**config.mk**
```make
export PLATFORM = sky130hd
export DESIGN_NAME = hazard_ctrl
export DESIGN_NICKNAME = d
export VERILOG_FILES = /design/src/rtl/hazard_ctrl_pkg.sv /design/src/rtl/hazard_ctrl_regmatch.sv /design/src/rtl/hazard_ctrl.sv
export SDC_FILE = /design/constraint.sdc
export NUM_CORES = 1
export LEC_CHECK = 0
export BUFFER_PORTS_ARGS = -buffer_cell sky130_fd_sc_hd__buf_4
export CAP_MARGIN = 10
export CORE_ASPECT_RATIO = 1.1
export CORE_MARGIN = 2
export CORE_UTILIZATION = 45
export CTS_CLUSTER_DIAMETER = 50
export DETAILED_ROUTE_END_ITERATION = 10
export PLACE_DENSITY = 0.83
export SLEW_MARGIN = 30
export SYNTH_ARGS = -nofsm -noshare
export SYNTH_HDL_FRONTEND = slang
export SYNTH_SLANG_ARGS = --single-unit
```
**constraint.sdc**
```tcl
create_clock -name clk -period 1.9 [get_ports clk]
set_input_delay 0.19 -clock clk [delete_from_list [all_inputs] [get_ports clk]]
set_output_delay 0.19 -clock clk [all_outputs]
set_load 0.1 [all_outputs]
```
**src/rtl/hazard_ctrl_pkg.sv**
```systemverilog
// Shared types for the decode-stage hazard controller: register address width
// and the controller state encoding.
package hazard_ctrl_pkg;

    localparam int REG_AW = 5;

    typedef enum logic [1:0] {
        HZ_RUN   = 2'd0,
        HZ_CONF  = 2'd1,
        HZ_DRAIN = 2'd2,
        HZ_FLUSH = 2'd3
    } hz_state_e;

    // Down-counter preload so that FLUSH lasts exactly n cycles.
    function automatic logic [2:0] flush_preload(input int unsigned n);
        return 3'(n - 1);
    endfunction

endpackage

```
**src/rtl/hazard_ctrl_regmatch.sv**
```systemverilog
// Combinational compare of the execute-stage destination against the decode
// sources; writes to x0 never create a dependency.
module hz_regmatch
    import hazard_ctrl_pkg::*;
(
    input  logic [REG_AW-1:0] rs1addr,
    input  logic [REG_AW-1:0] rs2addr,
    input  logic              rs1_used,
    input  logic              rs2_used,
    input  logic              rd_valid,
    input  logic [REG_AW-1:0] rd,
    output logic              hit
);

    logic rd_live;

    assign rd_live = rd_valid && (rd != '0);
    assign hit     = rd_live && ((rs1_used && (rs1addr == rd)) ||
                                 (rs2_used && (rs2addr == rd)));

endmodule

```
**src/rtl/hazard_ctrl.sv**
```systemverilog
// Stall, store/load conflict and trap flush sequencing for the decode->execute
// register, plus a saturating count of stalled cycles.
module hazard_ctrl
    import hazard_ctrl_pkg::*;
#(
    parameter int FLUSH_CYCLES = 2,
    parameter int CNT_W        = 32
) (
    input  logic              clk,
    input  logic              cpurst,
    input  logic [REG_AW-1:0] de_rs1addr,
    input  logic [REG_AW-1:0] de_rs2addr,
    input  logic              de_rs1_used,
    input  logic              de_rs2_used,
    input  logic              de_load,
    input  logic              ex_load,
    input  logic              ex_store,
    input  logic              ex_wr_reg,
    input  logic [REG_AW-1:0] ex_wr_regindex,
    input  logic              mem_stall,
    input  logic              readram_stall,
    input  logic              mult_stall,
    input  logic              div_stall,
    input  logic              mem2wb_exp_ffout,
    input  logic              interrupt,
    input  logic              mstatus_mie,
    input  logic              wb_mret,
    output logic              de_stall,
    output logic              exe_store_load_conflict,
    output logic              flush_fe,
    output logic              flush_de,
    output logic              trap_take,
    output logic [CNT_W-1:0]  stall_cnt
);

    localparam logic [2:0] FLUSH_LOAD = flush_preload(FLUSH_CYCLES);

    hz_state_e  state;
    logic [2:0] flush_cnt;
    logic       hold;
    logic       trap_req;
    logic       lu_hit;
    logic       sl_pair;
    logic       flushing;

    function automatic logic [CNT_W-1:0] sat_inc(input logic [CNT_W-1:0] v,
                                                 input logic            en);
        return (en && (v != '1)) ? v + CNT_W'(1) : v;
    endfunction

    hz_regmatch u_regmatch (
        .rs1addr  (de_rs1addr),
        .rs2addr  (de_rs2addr),
        .rs1_used (de_rs1_used),
        .rs2_used (de_rs2_used),
        .rd_valid (ex_load && ex_wr_reg),
        .rd       (ex_wr_regindex),
        .hit      (lu_hit)
    );

    assign hold     = mem_stall | readram_stall | mult_stall | div_stall;
    assign trap_req = mem2wb_exp_ffout | (interrupt & mstatus_mie) | wb_mret;
    assign sl_pair  = ex_store & de_load;

    // Priority inside a cycle: trap, then store/load conflict, then load-use.
    always_comb begin
        de_stall                = 1'b0;
        exe_store_load_conflict = 1'b0;
        trap_take               = 1'b0;
        flushing                = 1'b0;
        case (state)
            HZ_RUN: begin
                if (trap_req)
                    trap_take = !hold;
                else if (sl_pair && !hold)
                    exe_store_load_conflict = 1'b1;
                else
                    de_stall = lu_hit;
            end
            HZ_CONF: begin
                if (trap_req)
                    trap_take = 1'b1;
                else
                    de_stall = lu_hit;
            end
            HZ_DRAIN: trap_take = !hold;
            HZ_FLUSH: flushing = 1'b1;
            default: ;
        endcase
    end

    assign flush_fe = flushing;
    assign flush_de = flushing;

    always_ff @(posedge clk) begin
        if (cpurst) begin
            state     <= HZ_RUN;
            flush_cnt <= '0;
            stall_cnt <= '0;
        end else begin
            stall_cnt <= sat_inc(stall_cnt, de_stall | exe_store_load_conflict);
            if (trap_take) begin
                state     <= HZ_FLUSH;
                flush_cnt <= FLUSH_LOAD;
            end else begin
                case (state)
                    HZ_RUN: begin
                        if (trap_req)
                            state <= HZ_DRAIN;
                        else if (exe_store_load_conflict)
                            state <= HZ_CONF;
                    end
                    HZ_CONF:  state <= HZ_RUN;
                    HZ_DRAIN: state <= HZ_DRAIN;
                    HZ_FLUSH: begin
                        if (flush_cnt == 3'd0)
                            state <= HZ_RUN;
                        else
                            flush_cnt <= flush_cnt - 3'd1;
                    end
                    default:  state <= HZ_RUN;
                endcase
            end
        end
    end

endmodule

```
# [Yosys cells after proc, flatten, opt, wreduce, memory -nomap -nowiden]
# Index checks and enable logic that the tools add are counted.
# Widths: inputs -> output; s select.
[op_classes] add_sub_neg=2 n_eq_ne=9 mux=19 bitwise=9 n_reduce_logical=17
[op_table] cell="$add 32x1->32 const B" count=1
[op_table] cell="$ne 32x32->1 const B" count=1
[op_table] cell="$mux 1" count=12
[op_table] cell="$eq 5x5->1" count=2
[op_table] cell="$mux 2" count=4
[op_table] cell="$pmux 2 s4" count=1
[op_table] cell="$logic_and 1x1->1" count=7
[op_table] cell="$or 1x1->1" count=6
[op_table] cell="$reduce_and 2->1" count=3
[op_table] cell="$reduce_bool 5->1" count=1
[op_table] cell="$eq 2x2->1 const B" count=2
[op_table] cell="$ne 4x4->1 const B" count=1
[op_table] cell="$logic_not 3->1" count=1
[op_table] cell="$ne 3x3->1 const B" count=1
[op_table] cell="$pmux 1 s3" count=1
[op_table] cell="$sub 3x1->3 const B" count=1
[op_table] cell="$and 1x1->1" count=2
[op_table] cell="$eq 2x1->1 const B" count=1
[op_table] cell="$logic_not 2->1" count=1
[op_table] cell="$ne 2x2->1 const B" count=1
[op_table] cell="$pmux 1 s2" count=1
[op_table] cell="$reduce_bool 2->1" count=1
[op_table] cell="$reduce_or 2->1" count=1
[op_table] cell="$logic_not 1->1" count=1
[op_table] cell="other kinds (2)" count=2
[totals] register_bits=37 inputBits=31 out_inout_bits=37 wordCells=60

# [Longest topological paths before layout]
# Gate-level depths: netlist of run 1.
[logic_depth] ltp_word=12 ltp_mapped=9 ltp_nobuf=7

# [Modules after synthesis]
# A second synthesis of run 1 with hierarchy kept.
[hier_totals] hier_cells=261 hier_area_um2=2205.9
[by_module_without_submodules] module="hazard_ctrl" n_inst=1 cells_per_inst=244 area_per_inst_um2=2072.0 seq_area_each_um2=740.7
[by_module_without_submodules] module="hz_regmatch" n_inst=1 cells_per_inst=17 area_per_inst_um2=133.9 seq_area_each_um2=0.0

# [Worst setup path before layout of run 1]
# No wires, ideal clock.
[synth_path] path_type="input -> register" start="in readram_stall" end="reg stall_cnt[18]" setup_time_ps=123 arrival_time_ps=2862 required_time_ps=1777 slack_ps=-1085 stages=5 n_path_buf=0 path_cell_list="or4_4 -> nor4_4 -> a21oi_2 -> or4b_1 -> mux2_1"
[synth_between] elab_chain_cells=10 elab_cells_between_ends=13 cone_classes="6 x mux; 4 x bitwise; 3 x reduce/logical"
[synth_rtl] element="start, declared" line_no="hazard_ctrl.sv:21" source="input logic readram_stall,"
[synth_rtl] element="$or 1x1->1 (3 in series)" line_no="hazard_ctrl.sv:61" source="assign hold = mem_stall | readram_stall | mult_stall | div_stall;"
[synth_rtl] element="$logic_not 1->1" line_no="hazard_ctrl.sv:75" source="else if (sl_pair && !hold)"
[synth_rtl] element="$logic_and 1x1->1" line_no="hazard_ctrl.sv:75"
[synth_rtl] element="$mux 1" line_no="hazard_ctrl.sv:75"
[synth_rtl] element="$mux 1" line_no="hazard_ctrl.sv:73" source="if (trap_req)"
[synth_rtl] element="$mux 1" line_no="hazard_ctrl.sv:71" source="case (state)"
[synth_rtl] element="named net exe_store_load_conflict" line_no="hazard_ctrl.sv:29" source="output logic exe_store_load_conflict,"
[synth_rtl] element="$or 1x1->1" line_no="hazard_ctrl.sv:101" source="stall_cnt <= sat_inc(stall_cnt, de_stall | exe_store_load_conflict);"
[synth_rtl] element="$logic_and 1x1->1" line_no="hazard_ctrl.sv:48" source="return (en && (v != '1)) ? v + CNT_W'(1) : v;"
[synth_rtl] element="end signal, assigned" line_no="hazard_ctrl.sv:101"
[synth_rtl] element="end, declared" line_no="hazard_ctrl.sv:33" source="output logic [CNT_W-1:0] stall_cnt"
# The timed path passes the listed nets, and every way through them passes these cells.
# A chain may end at the register's enable or synchronous reset.

# [Worst setup path in the final report of run 1]
[layout_path] start="reg state[1]" end="reg stall_cnt[18]"
[layout_between] elab_chain_cells=4 elab_cells_between_ends=6 cone_classes="1 x eq/ne; 2 x mux; 1 x bitwise; 2 x reduce/logical"
[layout_rtl] element="start, declared" line_no="hazard_ctrl.sv:38" source="hz_state_e state;"
[layout_rtl] element="start signal, assigned" line_no="hazard_ctrl.sv:97" source="state <= HZ_RUN;"
[layout_rtl] element="start signal, assigned" line_no="hazard_ctrl.sv:103" source="state <= HZ_FLUSH;"
[layout_rtl] element="start signal, assigned" line_no="hazard_ctrl.sv:109" source="state <= HZ_DRAIN;"
[layout_rtl] element="$eq 2x1->1 or $logic_not 2->1 (tied branches)" line_no="hazard_ctrl.sv:71"
[layout_rtl] element="$pmux 1 s2 or $mux 1 (tied branches)" line_no="hazard_ctrl.sv:71"
[layout_rtl] element="$or 1x1->1 *" line_no="hazard_ctrl.sv:101"
[layout_rtl] element="$logic_and 1x1->1 *" line_no="hazard_ctrl.sv:48"
# Every way passes the cells marked *; elsewhere a longest branch is shown, timed or not.

==> results.yml, run 1 <==
floorplanning:
  core_um2: 4652
  dieArea_um2: 5381
  die_y_um: 76.74
  pin_count: 68
  start_util_pct: 46.53
  die_w_um: 70.13
  rows: 26
worst_hold_path:
  hold_start: "cpurst"
  min_to: "state[0]"
  hp-class: "in -> reg"
  whs_path_depth: 2
power_and_ir_drop:
  peakVddDrop_v: 0.0004533
  power.density_nw_per_um2: 452.8
  finalPower_uw: 1652
  leakage_uw: 0.001465
setup_path:
  r2r_end: "stall_cnt[18]"
  path_max_fanout: 5
  slowest_delay_ns: 0.52
  crit_arrival_ns: 2.31
  rr_startpoint: "state[1]"
  crit_path_end_kind: "register"
  critPathSlowestCell: "or4b_1"
  cp.buffers_inverters: 0
  cp_cell_sequence: "a2111o_1 > a2111oi_4 > a21oi_4 > or4b_1 > mux2_1"
  r2r_cells: 5
  crit_family: "compound AO/OA/AOI/OAI gates"
  worst_ep_required_time_ns: 2.08
  start_kind: "register"
  rrSetupSlack_ns: -0.24
  crit_type: "reg -> reg"
synthesis:
  syn-cell-area_um2: 2165
  synth-main-ff-cell: "dfxtp_1"
  synth_edf_count: 0
  netlist.area_leader.share_pct: 34.22
  syn_nets: 293
  async_flop_share_pct: 0
  ys_seq_area_share_pct: 34.22
  synth.area.top_cells: "dfxtp_1 (34%), o31ai_1 (6.9%), or4_1 (6.9%)"
  ys_warn_count: 0
  avgSynthCellArea_um2: 8.357
  syn_inst: 259
  ys_types: 42
  yosys.area.top_type: "dfxtp_1"
  ys_ff_latch: 37
clock_network:
  clock_latency_ns: 0.29
  cts_buffer_depth: 2
  cts.reportedPaths.clkPinSlew_ns: 0.08
  cts_tree: "built"
  ctsHtreeMaxLevel: 2
  cts_buffers: 5
  hold_buffers: 0
  cts_root_buf: "clkbuf_8"
  clock-sinks: 37
detailed_routing:
  vias: 2591
  totalWireLength_mm: 7.356
  drcViolationCount: 0
  drt_iter0_markers: 105
  wl_per_cell_um: 16.60
  final_antenna_net_count: 0
  vias_per_cell: 5.849
  first_pass_iters: 4
final_layout:
  final_core_util_pct: 78.46
  final_cell_mix: "buf_4 (127), dfxtp_1 (23), o31ai_1 (18)"
  design_area_um2: 3650
  antenna_cells: 0
  nets: 420
  fillCellCount: 305
  area_growth_pct: 68.61
  drive_above_1_share_pct: 53.49
  final_common_cell: "buf_4"
place:
  dp_worst_setup_slack_ns: -0.4395
  gp_congestion: 0.7903
  dpl_cell_area_um2: 3171
  portBuffers: 67
  dpl.hpwl_mm: 4.695
timing:
  layout_setup_ws_ns: -0.2364
  timing.hold.ws_ns: 0.3460
  min_period_ns: 2.136
  final-hold-violation-count: 0
  rsz0062_at_grt: "true"
  fmaxAchievable_mhz: 468.1
  tightest_slew_ns: 0.5326
  layout_worst_path_cycle_share_pct: 112.4
  setup_viol: 29
  clock-skew-final_ns: 0.005162
  relSlewSlack_pct: 64.49
  final-max-slew-violation-count: 0
outcome:
  violations: "setup timing"
  status: "finished with violations"
grt:
  antenna_found_initial: 0
  grt_pass1_wl_mm: 11.76
  grt_max_degree: 45
  grt_use_total_pct: 26.66
  grt_overflow: 0
  first_global_vias: 2557
run:
  cap_violations: 0
-- cells by family after synthesis --
group	count (synthesis)	synth area share (%)
compound gates	59	17.75
mux	8	4.104
simple gates	116	32.43
flops	37	34.22
buf+inv	24	4.913
xor+xnor	12	4.855
fa+ha+maj	3	1.734
-- worst reg2reg max path: stages, from the launching register on --
cell       delay [ns]
dfxtp_2          0.32
a2111o_1         0.37
a2111oi_4        0.30
a21oi_4          0.15
or4b_1           0.52
mux2_1           0.35
-- cell usage after synthesis, types with 5 or more instances --
cell type / count
a21oi_1: 27
xnor2_1: 12
nor2_1: 18
dfxtp_1: 37
nor2b_1: 7
mux2_2: 6
nor3_1: 5
nand2_1: 16
or4_1: 20
inv_1: 6
o31ai_1: 20
clkbuf_1: 8
nand3_1: 11
nand4_1: 12
buf_2: 7
-- report_power, final --
group	switching (µW)	internal (µW)	total, µW	leakage (µW)
Sequential	1.60	778	780	0.000305
Combinational	75.8	76.8	153	0.00110
Clock	292	428	720	0.0000585
Total	369	1280	1650	0.00147
-- cell type report --
type	instances	area, µm²	share of cell area, %
multi-input combinational	198	1570	43.02
inverter	6	22.52	0.6171
clock inverter	1	30.03	0.8228
tap	56	70.07	1.920
timing repair buffer	138	1112	30.48
clock buffer	7	86.33	2.365
sequential	37	758.2	20.77
-- registers in the layout, summed over array words and instances (netlist names) --
name	count
flush_cnt	3
stall_cnt	32
state	2
-- through the flow --
step	TNS (ns)	cells
5_1_grt	-6.324	443
3_5_place_dp	-10.47	426
2_1_floorplan	-28.73	259
4_1_cts	-3.524	440
3_3_place_gp	-9.420	426
6_report	-3.549	443
-- how the worst max path moves through the flow --
stage,from,endpoint,slack [ns],cells past startpoint
6_report,state[1],stall_cnt[18],-0.24,5
2_1_floorplan,interrupt,stall_cnt[18],-1.02,5
3_5_place_dp,interrupt,stall_cnt[18],-0.44,6
5_1_grt,state[1],stall_cnt[18],-0.32,5
4_1_cts,state[1],stall_cnt[18],-0.25,5
3_3_place_gp,interrupt,stall_cnt[18],-0.41,6
-- metal layers --
metal	routed length, µm	vias up	GRT usage, %
met5	0	-	0
met4	163	0	11.35
met3	385	18	6.570
met2	3982	81	50.57
met1	2824	1256	27.31
li1	-	1236	-
-- repair_timing --
action | 4_1_cts | 5_1_grt
endpoints found under the setup margin | 34 | 34
setup buffers | 7 | 3
gates resized for setup | 28 | 33
pin swaps | 10 | 6
(Power assumes the default switching activity.)
==> inputs of run 2 (changes only) <==
Settings changed: CORE_UTILIZATION 45 to 40, PLACE_DENSITY 0.83 to 0.76.
==> results.yml, run 2 (synthesized netlist as in run 1, its figures left out) <==
outcome:
  status: "finished with violations"
  violations: "setup timing"
setup_path:
  crit_path_end_kind: "register"
  cp_cell_sequence: "a2111o_1 > a2111oi_4 > a21oi_4 > or4b_1 > mux2_1"
  worst_ep_required_time_ns: 2.08
  start_kind: "register"
  crit_arrival_ns: 2.30
  path_max_fanout: 6
  crit_type: "reg -> reg"
  slowest_delay_ns: 0.50
  critPathSlowestCell: "or4b_1"
power_and_ir_drop:
  finalPower_uw: 1498
  leakage_uw: 0.001484
  peakVddDrop_v: 0.0003361
  power.density_nw_per_um2: 412.5
timing:
  final-max-slew-violation-count: 0
  min_period_ns: 2.123
  relSlewSlack_pct: 68.43
  timing.hold.ws_ns: 0.3160
  tightest_slew_ns: 0.4735
  fmaxAchievable_mhz: 471.0
  layout_worst_path_cycle_share_pct: 111.7
  rsz0062_at_grt: "true"
  layout_setup_ws_ns: -0.2231
  clock-skew-final_ns: 0.005648
  final-hold-violation-count: 0
  setup_tns_ns: -4.152
  setup_viol: 33
worst_hold_path:
  hp-class: "in -> reg"
clock_network:
  cts_tree: "built"
  clock-sinks: 37
  clock_latency_ns: 0.29
  ctsHtreeMaxLevel: 2
  cts_root_buf: "clkbuf_8"
  cts_buffers: 5
  cts_buffer_depth: 2
  cts.reportedPaths.clkPinSlew_ns: 0.07
floorplanning:
  core_um2: 5290
  pin_count: 68
  dieArea_um2: 6017
  start_util_pct: 40.92
  rows: 28
  die_w_um: 74.14
  die_y_um: 81.16
place:
  dpl.hpwl_mm: 4.598
  dpl_cell_area_um2: 3249
  gp_congestion: 0.8760
  portBuffers: 67
detailed_routing:
  final_antenna_net_count: 0
  drcViolationCount: 0
  vias_per_cell: 5.463
  vias: 2551
  first_pass_iters: 4
  wl_per_cell_um: 15.46
  totalWireLength_mm: 7.218
  drt_iter0_markers: 124
final_layout:
  nets: 426
  fillCellCount: 410
  final_common_cell: "buf_4"
  reg.largest.list: "stall_cnt x32, flush_cnt x3, state x2"
  drive_above_1_share_pct: 50.51
  ff_latch_area_um2: 760.7
  design_area_um2: 3631
  multi_input_area_um2: 1493
  largest_reg_flops: 32
  final_cell_mix: "buf_4 (132), a21oi_1 (26), dfxtp_1 (21)"
  top_register: "stall_cnt"
  area_growth_pct: 67.75
  final_core_util_pct: 68.64
  antenna_cells: 0
grt:
  grt_use_total_pct: 23.35
  use_met2_pct: 42.05
  use_met3_pct: 4.342
  busiest_layer: "met2"
  grt.met1_usage_pct: 26.73
  grt_overflow: 0
  grt_pass1_wl_mm: 10.92
  first_global_vias: 2396
  grt_max_degree: 45
  antenna_found_initial: 0
run:
  cap_violations: 0
-- run 2: path summary, 6_finish.rpt --
check,from,to,slack [ns],cells past startpoint
worst min register to register,flush_cnt[1],flush_cnt[1],0.51,2
worst min-delay path,cpurst,state[0],0.32,2
worst max register to register,state[1],stall_cnt[18],-0.22,5
worst max-delay path,state[1],stall_cnt[18],-0.22,5
-- run 2: worst max-delay path, delay by kind of cell (launching register included) --
| family | cells | cell delay [ns] |
|---|---|---|
| AOI/OAI and AO/OA | 3 | 0.86 |
| muxes | 1 | 0.32 |
| and+or+nand+nor | 1 | 0.50 |
| DFF | 1 | 0.31 |
-- run 2: report_power, final --
part	switching (µW)	internal, µW	total [µW]
Sequential	1.73	778	780
Combinational	73.5	76.7	150
Clock	280	288	568
-- run 2: layout make-up --
class	instances	share of cell area [%]
Multi-Input combinational cell	198	41.11
Tap cell	75	2.584
Clock buffer	7	2.378
Timing Repair Buffer	144	32.36
Inverter	6	0.6203
Sequential cell	37	20.95
-- run 2: layer usage --
layer | routed length, µm | share of wire [%]
met2 | 3756 | 52
met1 | 2785 | 39
met4 | 170 | 2.4
met3 | 505 | 7.0
met5 | 0 | 0
-- run 2: per-stage QoR --
step / worst slack (ns) / cells
global placement: -0.4147 / 449
CTS: -0.2435 / 464
global route: -0.2798 / 467
detailed placement: -0.5204 / 449
floorplan: -1.016 / 259
finish: -0.2231 / 467
-- run 2: timing repair --
item / CTS / global route
resized for setup: 27 / 16
buffers inserted: 6 / 3
cloned: 2 / 0
setup endpoints to repair: 34 / 34
pin swaps: 8 / 2
hold buffers: 0 / 0
==> inputs of run 3 (changes only) <==
Settings changed: SKIP_LAST_GASP set to 1.
==> results.yml, run 3 (synthesized netlist as in run 1, its figures left out) <==
outcome:
  status: "finished with violations"
  violations: "setup timing"
timing:
  layout_worst_path_cycle_share_pct: 111.6
  relSlewSlack_pct: 68.00
  layout_setup_ws_ns: -0.2201
  final-hold-violation-count: 0
  min_period_ns: 2.120
  fmaxAchievable_mhz: 471.7
  final-max-slew-violation-count: 0
  setup_viol: 32
  clock-skew-final_ns: 0.006555
  tightest_slew_ns: 0.4800
  rsz0062_at_grt: "true"
place:
  gp_congestion: 0.8760
  dpl.hpwl_mm: 4.598
  portBuffers: 67
  dpl_cell_area_um2: 3249
detailed_routing:
  first_pass_iters: 4
  vias_per_cell: 5.413
  drcViolationCount: 0
  final_antenna_net_count: 0
  totalWireLength_mm: 7.143
  wl_per_cell_um: 15.30
  drt_iter0_markers: 155
  vias: 2528
clock_network:
  cts_root_buf: "clkbuf_8"
  clock_latency_ns: 0.29
  cts.reportedPaths.clkPinSlew_ns: 0.07
  hold_buffers: 0
  ctsHtreeMaxLevel: 2
  clock-sinks: 37
  cts_buffer_depth: 2
  cts_tree: "built"
  cts_buffers: 5
grt:
  grt_overflow: 0
  first_global_vias: 2399
  grt_pass1_wl_mm: 10.84
  grt_max_degree: 45
  grt_use_total_pct: 23.15
  antenna_found_initial: 0
setup_path:
  crit_arrival_ns: 2.30
  rrSetupSlack_ns: -0.22
  path_max_fanout: 6
  rr_startpoint: "state[1]"
  crit_path_end_kind: "register"
  worst_ep_required_time_ns: 2.08
  crit_type: "reg -> reg"
  r2r_cells: 5
  r2r_end: "stall_cnt[18]"
  start_kind: "register"
final_layout:
  drive_above_1_share_pct: 50.26
  top_register: "stall_cnt"
  ff_latch_area_um2: 760.7
  area_growth_pct: 66.94
  final_cell_mix: "buf_4 (133), a21oi_1 (26), dfxtp_1 (21)"
  design_area_um2: 3613
  largest_reg_flops: 32
  nets: 426
  multi_input_area_um2: 1475
  final_common_cell: "buf_4"
  reg.largest.list: "stall_cnt x32, flush_cnt x3, state x2"
  antenna_cells: 0
  fillCellCount: 408
worst_hold_path:
  hp-class: "in -> reg"
  hold_start: "cpurst"
  min_to: "state[0]"
  whs_path_depth: 2
power_and_ir_drop:
  power.density_nw_per_um2: 413.9
  finalPower_uw: 1495
  leakage_uw: 0.001482
  peakVddDrop_v: 0.0003298
floorplanning:
  pin_count: 68
  core_um2: 5290
  dieArea_um2: 6017
  start_util_pct: 40.92
  die_y_um: 81.16
  die_w_um: 74.14
  rows: 28
run:
  cap_violations: 0
[run 3: worst max-delay path by stage]
stage | start | endpoint | cells after the start | slack (ns)
2_1_floorplan | interrupt | stall_cnt[18] | 5 | -1.02
3_3_place_gp | interrupt | stall_cnt[18] | 6 | -0.41
3_5_place_dp | interrupt | stall_cnt[18] | 6 | -0.52
4_1_cts | state[1] | stall_cnt[18] | 5 | -0.24
5_1_grt | state[1] | stall_cnt[16] | 6 | -0.28
6_report | state[1] | stall_cnt[18] | 5 | -0.22
[run 3: worst max-delay path: stages, from the launching register on]
cell and delay (ns):
dfxtp_1 0.31, a2111o_1 0.39, a2111oi_4 0.32, a21oi_4 0.15, or4b_1 0.50, mux2_1 0.32
[run 3: power breakdown]
| part | internal (µW) | switching [µW] |
|---|---|---|
| clock network | 288 | 278 |
| logic | 76.6 | 73.2 |
| registers | 778 | 1.71 |
| total | 1140 | 353 |
[run 3: layer usage]
metal	vias up	share of wire [%]	wire length (µm)	GRT usage (%)
met1	1169	39	2788	26.35
met4	0	1.8	131	10.36
met3	13	7.2	514	4.467
met2	93	52	3709	41.34
met5	-	0	0	0
li1	1253	-	-	-
[run 3: cell type report]
class | instances | area share, %
multi-input combinational | 198 | 40.82
sequential | 37 | 21.05
clock buffer | 7 | 2.389
tap | 75 | 2.597
timing repair buffer | 144 | 32.51
inverter | 6 | 0.6233
[run 3: timing repair]
| action | in CTS | in global routing |
|---|---|---|
| hold endpoints to repair | 0 | 0 |
| gates cloned | 2 | 0 |
| pin swaps | 8 | 4 |
| setup buffers | 6 | 3 |
| gates resized for setup | 26 | 15 |
| endpoints found under the setup margin | 34 | 34 |
[run 3: per-stage QoR]
step	TNS, ns	hold slack, ns	utilization, %	worst slack [ns]	cells
floorplan	-28.73	0.4163	-	-1.016	259
global placement	-9.283	0.4872	61.42	-0.4147	449
detailed placement	-12.47	0.4970	61.42	-0.5204	449
CTS	-4.398	0.3110	66.84	-0.2435	464
global route	-6.644	0.3410	68.31	-0.2798	467
finish	-4.103	0.3227	68.31	-0.2201	467
